$ cat src/rtl/bcd_convert_arbiter.sv
// Two-requester arbiter in front of a serial double-dabble binary-to-BCD converter.
// The priority pointer alternates on every accept; one conversion takes 8 shift cycles.
module bcd_convert_arbiter #(
  parameter bit PRIO_RESET = 1'b0
) (
  input  logic        clk,
  input  logic        rst_n,
  input  logic        req0_valid,
  input  logic [7:0]  req0_data,
  output logic        req0_ready,
  input  logic        req1_valid,
  input  logic [7:0]  req1_data,
  output logic        req1_ready,
  output logic        out_valid,
  output logic [11:0] out_bcd,
  output logic        out_id,
  input  logic        out_ready,
  output logic        busy
);

  typedef enum logic [1:0] {
    IDLE  = 2'd0,
    SHIFT = 2'd1,
    DONE  = 2'd2
  } state_t;

  state_t       state_q, state_d;
  logic [7:0]   opnd_q;
  logic [3:0]   hund_q, tens_q, units_q;
  logic [2:0]   cnt_q;
  logic         id_q;
  logic         prio_q;
  logic [11:0]  result_q;

  logic         any_valid;
  logic         grant_id;
  logic         accept;
  logic [3:0]   hund_adj, tens_adj, units_adj;
  logic [19:0]  shifted;

  function automatic logic [3:0] add3(input logic [3:0] d);
    return (d > 4'd4) ? d + 4'd3 : d;
  endfunction

  // Contention goes to the pointer; a lone requester wins regardless of it.
  assign any_valid  = req0_valid | req1_valid;
  assign grant_id   = (req0_valid & req1_valid) ? prio_q : req1_valid;
  assign accept     = (state_q == IDLE) & any_valid;
  assign req0_ready = accept & ~grant_id;
  assign req1_ready = accept &  grant_id;

  assign hund_adj  = add3(hund_q);
  assign tens_adj  = add3(tens_q);
  assign units_adj = add3(units_q);
  assign shifted   = {hund_adj, tens_adj, units_adj, opnd_q} << 1;

  always_comb begin
    // NOTE: next state defaults to the current one so every path assigns it and no latch is inferred.
    state_d = state_q;
    unique case (state_q)
      IDLE:    if (accept)          state_d = SHIFT;
      SHIFT:   if (cnt_q == 3'd7)   state_d = DONE;
      DONE:    if (out_ready)       state_d = IDLE;
      default:                      state_d = IDLE;
    endcase
  end

  always_ff @(posedge clk or negedge rst_n) begin
    if (!rst_n) begin
      state_q <= IDLE;
    end else begin
      // NOTE: all sequential state uses non-blocking assignment so every register samples pre-edge values.
      state_q <= state_d;
    end
  end

  always_ff @(posedge clk or negedge rst_n) begin
    if (!rst_n) begin
      opnd_q   <= '0;
      hund_q   <= '0;
      tens_q   <= '0;
      units_q  <= '0;
      cnt_q    <= '0;
      id_q     <= 1'b0;
      prio_q   <= PRIO_RESET;
      result_q <= '0;
    end else begin
      unique case (state_q)
        IDLE: begin
          if (accept) begin
            opnd_q  <= grant_id ? req1_data : req0_data;
            id_q    <= grant_id;
            prio_q  <= ~grant_id;
            hund_q  <= '0;
            tens_q  <= '0;
            units_q <= '0;
            cnt_q   <= '0;
          end
        end
        SHIFT: begin
          hund_q  <= shifted[19:16];
          tens_q  <= shifted[15:12];
          units_q <= shifted[11:8];
          opnd_q  <= shifted[7:0];
          cnt_q   <= cnt_q + 3'd1;
          // The published result only changes on the final shift, so it survives the next accept.
          if (cnt_q == 3'd7) result_q <= shifted[19:8];
        end
        default: ;
      endcase
    end
  end

  assign out_valid = (state_q == DONE);
  assign out_bcd   = result_q;
  assign out_id    = id_q;
  assign busy      = (state_q != IDLE);

endmodule

$ cat config.mk
export PLATFORM = sky130hd
export DESIGN_NAME = bcd_convert_arbiter
export DESIGN_NICKNAME = d
export VERILOG_FILES = /design/src/rtl/bcd_convert_arbiter.sv
export SDC_FILE = /design/constraint.sdc
export NUM_CORES = 1
export LEC_CHECK = 0
export ABC_CLOCK_PERIOD_IN_PS = 3650
export CORE_UTILIZATION = 55
export DETAILED_ROUTE_END_ITERATION = 10
export PLACE_DENSITY_LB_ADDON = 0.3
export SKIP_CTS_REPAIR_TIMING = 1
export SLEW_MARGIN = 30
export SYNTH_ARGS = -nofsm -noshare
export SYNTH_HDL_FRONTEND = slang
export SYNTH_SLANG_ARGS = --single-unit
$ cat constraint.sdc
create_clock -name clk -period 3.65 [get_ports clk]
set_input_delay 0.5475 -clock clk [delete_from_list [all_inputs] [get_ports clk]]
set_output_delay 0.5475 -clock clk [all_outputs]
set_load 0.02 [all_outputs]
==> flow_summary.toml <==
[status]
status = "finished, final reports clean"

[timing]
skew_ps = 18.9
fmax_mhz = 355
fin_crit_sh_pct = 77.2
fin_tns_setup_ps = 0
worstMarginPinSlew_ps = 847
final.setup.worst_slack_ps = 834
rsz0062_at_grt = "false"
finalHoldViolCount = 0
relSlewSlack_pct = 43.6
report.final.slew_viol_count = 0
setup_viol = 0
post-route-min-period_ps = 2820

[floorplanning]
core_area_um2 = 3150
start_util_pct = 60.1
die_height_um = 60.7
die_x_um = 60.7
io_pins = 38
fp.dieArea_um2 = 3680
rows = 20

[logic_synthesis]
yosys.area_share.adder_pct = 5.28
ys_seq_area_share_pct = 51.5
synth_top_family_by_area = "compound AO/OA/AOI/OAI gates"
yosys.area.top_type = "dfrtp_1"
syn_nets = 213
synth_area_per_cell_um2 = 10.3
synthFlopType = "dfrtp_1"
synth_area_um2 = 1890
async_flop_share_pct = 100
synthSimpleGateAreaFrac_pct = 10.6
ys_types = 29
syn-instance-count = 184
ys_top_cells_by_area = "dfrtp_1 52%, ha_1 5.3%, o21ai_0 5.0%"
ys_seq_elements = 39
yosysMostFrequentCell = "dfrtp_1"
synthTopCellsByCount = "39 x dfrtp_1, 21 x nand2_1, 19 x o21ai_0"
synth_edf_count = 0
synth_compound_area_share_pct = 16.8
synth.top_cell.area_share_pct = 51.5
yosys_warnings = 0
synth_mux_area_share_pct = 8.92
synth_xor_area_share_pct = 1.39

[layout]
design_area_um2 = 2330
num_antenna_cells = 0
final_cells = 266
drive_gt1_share_pct = 9.01
area_growth_pct = 23.2
fillCellCount = 255
fin_nets = 250

[global_routing]
antenna_found_initial = 0
grt_pass1_vias = 1477
grt_overflow = 0
track_usage_pct = 23.8
grt_pass1_wl_um = 6270
grt_max_degree = 40

[critical_path]
endpoint_kind = "output port"
arrival_ps = 2270
slowest_delay_ps = 620
cp.required_ps = 3100
cpMaxStageDelayCell = "clkdlybuf4s50_1"
crit_path_start_kind = "primary input"
cp_max_fo = 10
crit_top_cell = "clkdlybuf4s50_1"
critical_path.cell_chain = "clkdlybuf4s50_1 > inv_1 > o21ai_1 > buf_4 > nor2b_1 > clkdlybuf4s50_1"
worstSetupPathType = "primary input to output port"
r2r_slack_ps = 1560
reg2reg_depth = 4

[placed_design]
portBuffers = 37
hpwl_um = 2840
gp_congestion = 0.819
dp.cells = 258
place_area_um2 = 2280
post-place-ws_ps = 825

[routing]
drc = 0
vias = 1488
ant_nets = 0
first_iter_violations = 46
drt_first_pass_iters = 4
routedWlPerCell_um = 14.6
avgViaCountPerCell = 5.59
wirelength_um = 3870

[pwr]
p_leak_nw = 1.08
vdd_ir_drop_max_mv = 0.428
seq_power_share_pct = 39.2
combPwrFrac_pct = 48.8
p_int_mw = 1.12
switching_share_pct = 41.8
clkPwrFrac_pct = 11.9
power.switching_mw = 0.800
cellPowerDensity_nw_per_um2 = 821

[clocking]
htreeDepth = 2
clkTransAtPathRegs_ps = 140
cts_buffer_depth = 2
root_buffer = "clkbuf_4"
clock_sinks = 39
cts_tree = "built"
clk_latency_ps = 370
cts_buffers = 5

[run]
drv_cap = 0

[min_path]
hold_class = "primary input to asynchronous set/reset pin"
[final cells by class]
| class | instances | area (um^2) | area share [%] |
|---|---|---|---|
| Clock inverter | 3 | 20.0 | 0.858 |
| Timing Repair Buffer | 39 | 380 | 16.3 |
| Multi-Input combinational cell | 123 | 816 | 35.0 |
| Clock buffer | 5 | 37.5 | 1.61 |
| Sequential cell | 39 | 976 | 41.8 |
| Tap cell | 44 | 55.1 | 2.36 |
| Inverter | 13 | 48.8 | 2.09 |
[state kept, by name (all words and copies together) (netlist names)]
| register | flops |
|---|---|
| opnd_q | 8 |
| out_bcd | 12 |
| state_q | 2 |
| hund_q | 4 |
| prio_q | 1 |
| out_id | 1 |
| tens_q | 4 |
| cnt_q | 3 |
| units_q | 4 |
[kinds of logic (layout without fill, tap and decap cells)]
group / count (synthesis) / count (layout)
compound gates: 53 / 53
simple gates: 43 / 43
flops: 39 / 39
buf+inv: 22 / 60
mux: 16 / 16
fa+ha+maj: 8 / 8
xor+xnor: 3 / 3
[power groups by stage]
stage	combinational (mW)	clock, mW	sequential [mW]
2_1_floorplan	0.582	0	0.800
3_3_place_gp	0.884	0	0.740
3_5_place_dp	0.946	0	0.758
4_1_cts	0.943	0.231	0.749
5_1_grt	1.04	0.257	0.775
6_report	0.935	0.229	0.751
[stage by stage]
stage / power (mW) / utilization, % / hold WS, ps
floorplan: 1.38 / - / 252
global placement: 1.62 / 72.2 / 459
detailed placement: 1.70 / 72.2 / 475
CTS: 1.92 / 74.0 / 298
global route: 2.08 / 74.0 / 310
finish: 1.92 / 74.0 / 264
[layout by cell type, fill, tap and decap left out]
cell type,count
clkinv_2,1
inv_1,13
nand2_2,1
mux2i_1,9
a21o_1,2
a21oi_1,7
or2_2,1
nand2_1,21
nor2b_1,1
clkdlybuf4s50_1,36
a22oi_1,7
nor3_1,5
o21ai_1,9
clkbuf_4,5
xnor2_1,3
o21bai_1,2
nand2b_1,2
buf_2,1
mux2_2,7
clkinvlp_4,2
ha_1,8
dfrtp_1,39
nand3_1,6
o2111ai_1,2
or4_1,2
o21ai_0,19
nor2_1,2
buf_4,2
or2_1,1
a22o_1,5
and2b_1,1
[worst max-delay path, delay by kind of cell]
kind / cells / cell delay (ps)
AND/OR/NAND/NOR: 1 / 190
buffers and inverters: 4 / 1410
AO/OA/AOI/OAI: 1 / 110
[per-layer routing]
metal  share of wire, %  track usage (%)  vias up
met5                  0                0        -
met4                1.1             9.74        0
met3                5.0             7.04        5
met2                 54             43.6       47
met1                 40             25.4      718
li1                   -                -      718
[worst paths after layout]
kind,start,to
worst max-delay path,req0_valid,req0_ready
worst min-delay path,rst_n,out_bcd[8]$_DFFE_PN0P_
worst max register to register,state_q[1]$_DFFE_PN0P_,out_bcd[7]$_DFFE_PN0P_
worst min register to register,out_bcd[4]$_DFFE_PN0P_,out_bcd[4]$_DFFE_PN0P_
max in group asynchronous,rst_n,opnd_q[4]$_DFFE_PN0P_
min in group clk,out_bcd[4]$_DFFE_PN0P_,out_bcd[4]$_DFFE_PN0P_
No activity file was read; power rests on OpenSTA's default activity.
